**src/rtl/timestamp_capture_pkg.sv**
```systemverilog
// Shared defaults and sizing helpers for the timestamp capture block.
package timestamp_capture_pkg;

  localparam int CW_DEF       = 32;
  localparam int LAT_COMP_DEF = 2;

  // Level counter must represent 0..DEPTH inclusive, hence the extra bit.
  function automatic int level_w(input int depth);
    return $clog2(depth) + 1;
  endfunction

endpackage

```
**src/rtl/timestamp_capture_ts_fifo.sv**
```systemverilog
// Generic synchronous FIFO: binary pointers, separate level counter, head shown combinationally.
module ts_fifo
  import timestamp_capture_pkg::*;
#(
  parameter int DEPTH = 4,
  parameter int W     = 32
) (
  input  logic                      clk,
  input  logic                      rst,
  input  logic                      i_push,
  input  logic                      i_pop,
  input  logic [W-1:0]              i_data,
  output logic [W-1:0]              o_data,
  output logic [level_w(DEPTH)-1:0] o_level,
  output logic                      o_full,
  output logic                      o_empty
);

  localparam int AW = $clog2(DEPTH);
  localparam int LW = level_w(DEPTH);

  logic [W-1:0]  r_mem [DEPTH];
  logic [AW-1:0] r_wr_ptr;
  logic [AW-1:0] r_rd_ptr;
  logic [LW-1:0] r_level;
  logic          w_do_push;
  logic          w_do_pop;

  assign o_full    = (r_level == LW'(DEPTH));
  assign o_empty   = (r_level == '0);
  assign w_do_pop  = i_pop & ~o_empty;
  // A push into a full FIFO still lands when the head leaves in the same cycle.
  assign w_do_push = i_push & (~o_full | w_do_pop);

  always_ff @(posedge clk) begin
    if (w_do_push) r_mem[r_wr_ptr] <= i_data;
  end

  always_ff @(posedge clk or negedge rst) begin
    if (!rst) begin
      r_wr_ptr <= '0;
      r_rd_ptr <= '0;
      r_level  <= '0;
    end else begin
      if (w_do_push) r_wr_ptr <= r_wr_ptr + 1'b1;
      if (w_do_pop)  r_rd_ptr <= r_rd_ptr + 1'b1;
      case ({w_do_push, w_do_pop})
        2'b10:   r_level <= r_level + 1'b1;
        2'b01:   r_level <= r_level - 1'b1;
        default: r_level <= r_level;
      endcase
    end
  end

  // Storage is not reset, so the empty head is forced to zero.
  assign o_data  = o_empty ? '0 : r_mem[r_rd_ptr];
  assign o_level = r_level;

endmodule

```
**src/rtl/timestamp_capture.sv**
```systemverilog
// Captures the free-running count on each rising edge of an async event line and queues it.
module timestamp_capture
  import timestamp_capture_pkg::*;
#(
  parameter int DEPTH    = 4,
  parameter int CW       = CW_DEF,
  parameter int LAT_COMP = LAT_COMP_DEF,
  parameter int DROP_W   = 8
) (
  input  logic                      clk,
  input  logic                      rst,
  input  logic [CW-1:0]             count,
  input  logic                      evt_in,
  input  logic                      clr_ovf,
  output logic [CW-1:0]             ts_data,
  output logic                      ts_valid,
  input  logic                      ts_ready,
  output logic [level_w(DEPTH)-1:0] fifo_level,
  output logic                      overflow,
  output logic [DROP_W-1:0]         drop_cnt
);

  logic              r_s1;
  logic              r_s2;
  logic              r_prev;
  logic [1:0]        r_warm;
  logic              r_overflow;
  logic [DROP_W-1:0] r_drop_cnt;
  logic              w_edge;
  logic              w_pop;
  logic              w_full;
  logic              w_empty;
  logic              w_drop;
  logic [CW-1:0]     w_ts;

  // Edges are ignored until s2 and prev both hold real samples, so a line
  // already high at reset release does not look like a fresh rising edge.
  always_ff @(posedge clk or negedge rst) begin
    if (!rst) begin
      r_s1   <= 1'b0;
      r_s2   <= 1'b0;
      r_prev <= 1'b0;
      r_warm <= 2'd0;
    end else begin
      r_s1   <= evt_in;
      r_s2   <= r_s1;
      r_prev <= r_s2;
      if (r_warm != 2'd3) r_warm <= r_warm + 2'd1;
    end
  end

  assign w_edge   = r_s2 & ~r_prev & (r_warm == 2'd3);
  assign w_ts     = count - CW'(LAT_COMP);
  assign ts_valid = ~w_empty;
  assign w_pop    = ts_valid & ts_ready;
  assign w_drop   = w_edge & w_full & ~w_pop;

  ts_fifo #(
    .DEPTH (DEPTH),
    .W     (CW)
  ) u_fifo (
    .clk     (clk),
    .rst     (rst),
    .i_push  (w_edge),
    .i_pop   (w_pop),
    .i_data  (w_ts),
    .o_data  (ts_data),
    .o_level (fifo_level),
    .o_full  (w_full),
    .o_empty (w_empty)
  );

  // A drop in the same cycle as a clear wins, leaving exactly one recorded drop.
  always_ff @(posedge clk or negedge rst) begin
    if (!rst) begin
      r_overflow <= 1'b0;
      r_drop_cnt <= '0;
    end else if (w_drop) begin
      r_overflow <= 1'b1;
      if (clr_ovf)                       r_drop_cnt <= DROP_W'(1);
      else if (r_drop_cnt != '1)         r_drop_cnt <= r_drop_cnt + 1'b1;
    end else if (clr_ovf) begin
      r_overflow <= 1'b0;
      r_drop_cnt <= '0;
    end
  end

  assign overflow = r_overflow;
  assign drop_cnt = r_drop_cnt;

endmodule
```
**config.mk**
```make
export PLATFORM = sky130hd
export DESIGN_NAME = timestamp_capture
export DESIGN_NICKNAME = d
export VERILOG_FILES = /design/src/rtl/timestamp_capture_pkg.sv /design/src/rtl/timestamp_capture_ts_fifo.sv /design/src/rtl/timestamp_capture.sv
export SDC_FILE = /design/constraint.sdc
export NUM_CORES = 1
export LEC_CHECK = 0
export ABC_CLOCK_PERIOD_IN_PS = 5400
export BUFFER_PORTS_ARGS = -buffer_cell sky130_fd_sc_hd__buf_4
export CAP_MARGIN = 20
export CORE_ASPECT_RATIO = 0.8
export CORE_MARGIN = 8
export CORE_UTILIZATION = 45
export CTS_BUF_LIST = sky130_fd_sc_hd__clkbuf_2 sky130_fd_sc_hd__clkbuf_4 sky130_fd_sc_hd__clkbuf_8
export CTS_CLUSTER_DIAMETER = 150
export CTS_CLUSTER_SIZE = 16
export DETAILED_ROUTE_END_ITERATION = 10
export MAX_ROUTING_LAYER = met4
export PLACE_DENSITY_LB_ADDON = 0.15
export SYNTH_ARGS = -nofsm -noshare
export SYNTH_HDL_FRONTEND = slang
export SYNTH_SLANG_ARGS = --single-unit
```
**constraint.sdc**
```tcl
create_clock -name clk -period 5.4 [get_ports clk]
set_input_delay 0 -clock clk [delete_from_list [all_inputs] [get_ports clk]]
set_output_delay 0 -clock clk [all_outputs]
set_load 0.01 [all_outputs]
```
; Word level (Yosys, flattened, before mapping)
; Memory sizes are Yosys's and may differ from the RTL's.
; Index checks and enable logic that the tools add are counted.
[classes]
n_lt_le_gt_ge = 0
shifts = 0
addsub = 7
mux = 10
n_eq_ne = 6
reduce_logical = 5
bitwise_logic = 12
div = 0
n_mul = 0
[ops]
columns = op, n
row1 = $mux 32, 1
row2 = $mux 8, 4
row3 = $sub 32x2->32 const B, 1
row4 = $add 8x1->8 const B, 1
row5 = $ne 8x8->1 const B, 1
row6 = $and 1x1->1, 7
row7 = $add 2x1->2 const B, 3
row8 = $pmux 3 s2, 1
row9 = $reduce_bool 2->1, 3
row10 = $eq 2x2->1 const B, 2
row11 = $mux 1, 4
row12 = $not 1->1, 4
row13 = $add 3x1->3 const B, 1
row14 = $eq 3x3->1 const B, 1
row15 = $logic_not 3->1, 1
row16 = $sub 3x1->3 const B, 1
row17 = $eq 2x1->1 const B, 1
row18 = $ne 2x2->1 const B, 1
row19 = $reduce_and 2->1, 1
row20 = $or 1x1->1, 1
[totals]
latch_bits = 0
out_inout_bits = 45
mem_count = 1
romBits = 0
ramBits = 128
register_bits = 21
input_bits = 37
elab_cells = 50
[mem_list]
columns = name, depth, width, read_ports, rd_ports_with_merged_regs, write_ports, line_no
row1 = u_fifo.r_mem, 4, 32, 1, 0, 1, timestamp_capture_ts_fifo.sv:22  ; logic [W-1:0] r_mem [DEPTH];

; Logic depth before layout (Yosys ltp)
[depth]
word_depth = 8
depth_mapped = 11
ltp_nobuf = 10

; Modules after synthesis
; Synthesis repeated with hierarchy kept, for this count alone.
[unflattened]
cells_unflattened = 405
hier_area_um2 = 6645.1
[by_module_without_submodules]
columns = module, cells_each, seq_area_each_um2, area_each_um2, instances
row1 = ts_fifo, 257, 4018.9, 5351.4, 1
row2 = timestamp_capture, 148, 350.3, 1293.7, 1

; Least setup slack after synthesis
; Ideal clock, no wire load.
[synth_timing]
kind = register to register
startpoint = register u_fifo.r_level[0] (netlist: u_fifo.o_level[0])
endpoint = register u_fifo.r_level[2] (netlist: u_fifo.o_level[2])
period_less_slack_ps = 2354
arrival_ps = 2274
slack_ps = 3046
n_path_buf = 1
t_required_ps = 5321
path_stages_with_launch = 11
setup_time_ps = 79
cell_sequence = dfrtp_1 -> or4b_4 -> nor2b_1 -> clkbuf_1 -> inv_1 -> ha_1 -> inv_1 -> fa_1 -> xor2_1 -> nor2_1 -> xor2_1
[synth_between]
elab_chain_len = 8
elab_cells_between_ends = 14
cone_classes = 2 x add/sub / 3 x eq/ne / 1 x mux / 6 x bitwise / 2 x reduce/logical
[synth_rtl]
columns = element, line_no
row1 = "start, declared", timestamp_capture_ts_fifo.sv:25  ; logic [LW-1:0] r_level;
row2 = "start signal, assigned", timestamp_capture_ts_fifo.sv:48  ; 2'b10: r_level <= r_level + 1'b1;
row3 = "start signal, assigned", timestamp_capture_ts_fifo.sv:49  ; 2'b01: r_level <= r_level - 1'b1;
row4 = "start signal, assigned", timestamp_capture_ts_fifo.sv:50  ; default: r_level <= r_level;
row5 = $logic_not 3->1, timestamp_capture_ts_fifo.sv:30  ; assign o_empty = (r_level == '0);
row6 = $not 1->1, "timestamp_capture_ts_fifo.sv:31, timestamp_capture.sv:54"
row7 = $and 1x1->1, timestamp_capture.sv:55  ; assign w_pop = ts_valid & ts_ready;
row8 = $and 1x1->1, timestamp_capture_ts_fifo.sv:31  ; assign w_do_pop = i_pop & ~o_empty;
row9 = $or 1x1->1, timestamp_capture_ts_fifo.sv:33  ; assign w_do_push = i_push & (~o_full | w_do_pop);
row10 = $and 1x1->1, timestamp_capture_ts_fifo.sv:33
row11 = $eq 2x1->1 / $eq 2x2->1 (equally long branches), timestamp_capture_ts_fifo.sv:47  ; case ({w_do_push, w_do_pop})
row12 = $pmux 3 s2 / $reduce_bool 2->1 (equally long branches), n/a
; Several ways; a longest one is shown, not always the timed one.
; A chain may end at the register's enable or synchronous reset.

; Final worst setup path
[layout_timing]
startpoint = register u_fifo.r_rd_ptr[0]
endpoint = output ts_data[23]
[layout_between]
elab_chain_len = 2
[layout_rtl]
columns = element, line_no
row1 = "start, declared", timestamp_capture_ts_fifo.sv:24  ; logic [AW-1:0] r_rd_ptr;
row2 = "start signal, assigned", timestamp_capture_ts_fifo.sv:46  ; if (w_do_pop) r_rd_ptr <= r_rd_ptr + 1'b1;
row3 = $mem_v2 4x32, n/a
row4 = $mux 32, timestamp_capture_ts_fifo.sv:56  ; assign o_data = o_empty ? '0 : r_mem[r_rd_ptr];
row5 = "end, declared", timestamp_capture.sv:15  ; output logic [CW-1:0] ts_data,
; Every way passes these cells.

==> flow_metrics.env <==
export IMPL_fin_cells=710
export IMPL_start_kind="flip-flop"
export IMPL_finalPower_mw=3.50
export IMPL_vias=3708
export IMPL_syn_inst=386
export IMPL_grt_max_degree=35
export IMPL_clock_latency_ns=0.43
export IMPL_drt_pass1_iterations=4
export IMPL_gp_congestion=0.803
export IMPL_initial_utilization_pct=45.5
export IMPL_dieArea_um2=18400
export IMPL_finalCritPeriodShare_pct=46.7
export IMPL_core_rowCount=39
export IMPL_clk_pin_slew_ns=0.08
export IMPL_post_route_min_period_ns=2.52
export IMPL_synth_common_cells="edfxtp_1 (128), and2_1 (37), mux4_2 (32)"
export IMPL_first_global_vias=3952
export IMPL_tightest_slew_ns=0.957
export IMPL_antenna_found_initial=0
export IMPL_final_antenna_net_count=0
export IMPL_max_freq_mhz=397
export IMPL_grt_pass1_wl_um=21600
export IMPL_synth_area_um2=6440
export IMPL_yosysUniqueCellTypes=40
export IMPL_cts_sinks=149
export IMPL_min_path_type="primary input to flip-flop"
export IMPL_p_leak_nw=2.89
export IMPL_setup_tns_ns=0
export IMPL_required_ns=5.40
export IMPL_path_common_cell="buf_4"
export IMPL_overflow=0
export IMPL_io_pins=82
export IMPL_critical_path_arrival_ns=2.52
export IMPL_fin_nets=560
export IMPL_ys_seq_area_share_pct=67.9
export IMPL_status="completed"
export IMPL_synth_top_area_cell="edfxtp_1"
export IMPL_synthArstFlopShare_pct=14.1
export IMPL_synthFlopType="edfxtp_1"
export IMPL_post_drt_wl_per_cell_um=19.3
export IMPL_finalMaxSlewViolations=0
export IMPL_syn_nets=432
export IMPL_yosys_top_cells_area="edfxtp_1 (60%), mux4_2 (11%), dfrtp_1 (8.2%)"
export IMPL_slew_headroom_pct=35.7
export IMPL_power_density_nw_per_um2=436
export IMPL_clockBufferDepth=2
export IMPL_slowest_stage="dfrtp_2"
export IMPL_cts_made_buffers=17
export IMPL_htree_levels=4
export IMPL_cts_root_buf="clkbuf_8"
export IMPL_synth_enable_flop_cells=128
export IMPL_post_place_cells=644
export IMPL_max_vdd_ir_drop_mv=0.204
export IMPL_rsz0062_at_grt="false"
export IMPL_grt_usage_pct=16.2
export IMPL_path_class="flip-flop to output pin"
export IMPL_drt_iter0_drc=273
export IMPL_ys_seq_elements=149
export IMPL_drc=0
export IMPL_slowest_delay_ns=0.65
export IMPL_hp_start="count[11]"
export IMPL_r2r_start="u_fifo.o_level[0]$_DFFE_PN0P_"
export IMPL_die_w_um=150
export IMPL_startpoint="u_fifo.r_rd_ptr[0]$_DFFE_PN0P_"
export IMPL_yosysMostFrequentCell="edfxtp_1"
export IMPL_die_y_um=123
export IMPL_path_cells="buf_4 -> mux4_2 -> and2_1 -> buf_4"
export IMPL_final_setup_skew_ns=0.00936
export IMPL_layout_drive_gt1_share_pct=29.5
export IMPL_worst_hold_slack_ns=0.0281
export IMPL_ys_warn_count=0
export IMPL_hold_viol=0
export IMPL_antenna_cells=0
export IMPL_wl_um=13700
export IMPL_coreArea_um2=14200
export IMPL_setup_viol=0
export IMPL_cp_max_fo=23
export IMPL_synth_top_area_share_pct=59.7
export IMPL_crit_path_end_kind="output pin"
export IMPL_cts_tree="built"
export IMPL_maxCapViolCount=0
export IMPL_port_buffers=81
export IMPL_syn_area_per_cell_um2=16.7
export IMPL_via_per_inst=5.22
export IMPL_syn_to_final_growth_pct=24.6
export IMPL_dpl_hpwl_um=8760
## per-stage QoR
step                      instance area [um2]  setup slack (ns)  utilization (%)
after floorplan                          6440              3.05                -
after global placement                   7270              3.08             51.4
after detailed placement                 7270              3.04             51.4
after CTS                                8000              2.77             56.5
after global routing                     8020              2.67             56.7
final                                    8020              2.88             56.7
## worst paths after layout
kind                                             endpoint  slack (ns)  depth (start not counted)
max                                           ts_data[23]        2.88                          4
min                         u_fifo.r_mem[2][11]$_DFFE_PP_        0.03                          2
max reg2reg                 u_fifo.o_level[2]$_DFFE_PN0P_        3.01                          9
min reg2reg                                r_s2$_DFF_PN0_        0.36                          0
max in group asynchronous  u_fifo.r_rd_ptr[0]$_DFFE_PN0P_        4.53                          4
min in group asynchronous         drop_cnt[3]$_DFFE_PN0P_        0.47                          3
## layout by cell type (no fill, tap or decap), types with 3 or more instances in the layout
cell / n
bufinv_16: 3
nand4_1: 3
inv_1: 13
xnor2_1: 10
nor4_1: 12
dlygate4sd3_1: 34
xor2_1: 25
dfrtp_1: 20
clkbuf_8: 17
buf_4: 89
edfxtp_1: 128
and2_1: 37
nor2_1: 11
clkinv_2: 5
nor3_1: 15
nand2_1: 8
ha_1: 8
mux4_2: 32
or3_1: 4
or4_1: 3
a21oi_1: 4
o21ai_0: 4
nand3_1: 6
## power breakdown
| part | internal [mW] | switching [mW] |
|---|---|---|
| clock network | 0.457 | 0.387 |
| registers | 1.39 | 0.0966 |
| logic | 0.635 | 0.535 |
| total | 2.48 | 1.02 |
## area by class of cell
class / count / area (um2)
timing repair buffer: 124 / 1030
multi-input combinational: 209 / 1950
sequential: 149 / 4370
tap: 184 / 230
clock inverter: 12 / 138
clock buffer: 19 / 249
fill: 1117 / 6130
inverter: 13 / 48.8
## logic make-up after synthesis
logic type	after synthesis	synth area share, %
flops	149	67.9
buf+inv	28	1.81
xor+xnor	35	4.76
fa+ha+maj	9	1.87
compound gates	16	1.59
mux	36	11.9
simple gates	113	10.2
## critical path: cells and delay by family (launching register included)
kind | cells | cell delay, ns
mux | 1 | 0.57
buf+inv | 2 | 0.65
simple gates | 1 | 0.20
flops | 1 | 0.65
## registers in the layout (all words and copies together), names as in the netlist
signal	count
u_fifo.o_level	3
r_prev	1
u_fifo.r_wr_ptr	2
overflow	1
u_fifo.r_mem	128
r_s2	1
u_fifo.r_rd_ptr	2
r_s1	1
drop_cnt	8
r_warm	2
## layer usage
layer | vias up | track usage, % | wire (um)
met5 | - | - | 0
met4 | 0 | 5.67 | 82
met3 | 6 | 3.55 | 977
met2 | 119 | 24.5 | 6400
met1 | 1846 | 21.4 | 6220
li1 | 1737 | - | -
## repair_timing
item,in CTS,in global routing
hold buffers,34,0
setup buffers,0,0
resized for setup,0,0
hold endpoints to repair,148,0
Power figures use the tool's default switching activity.
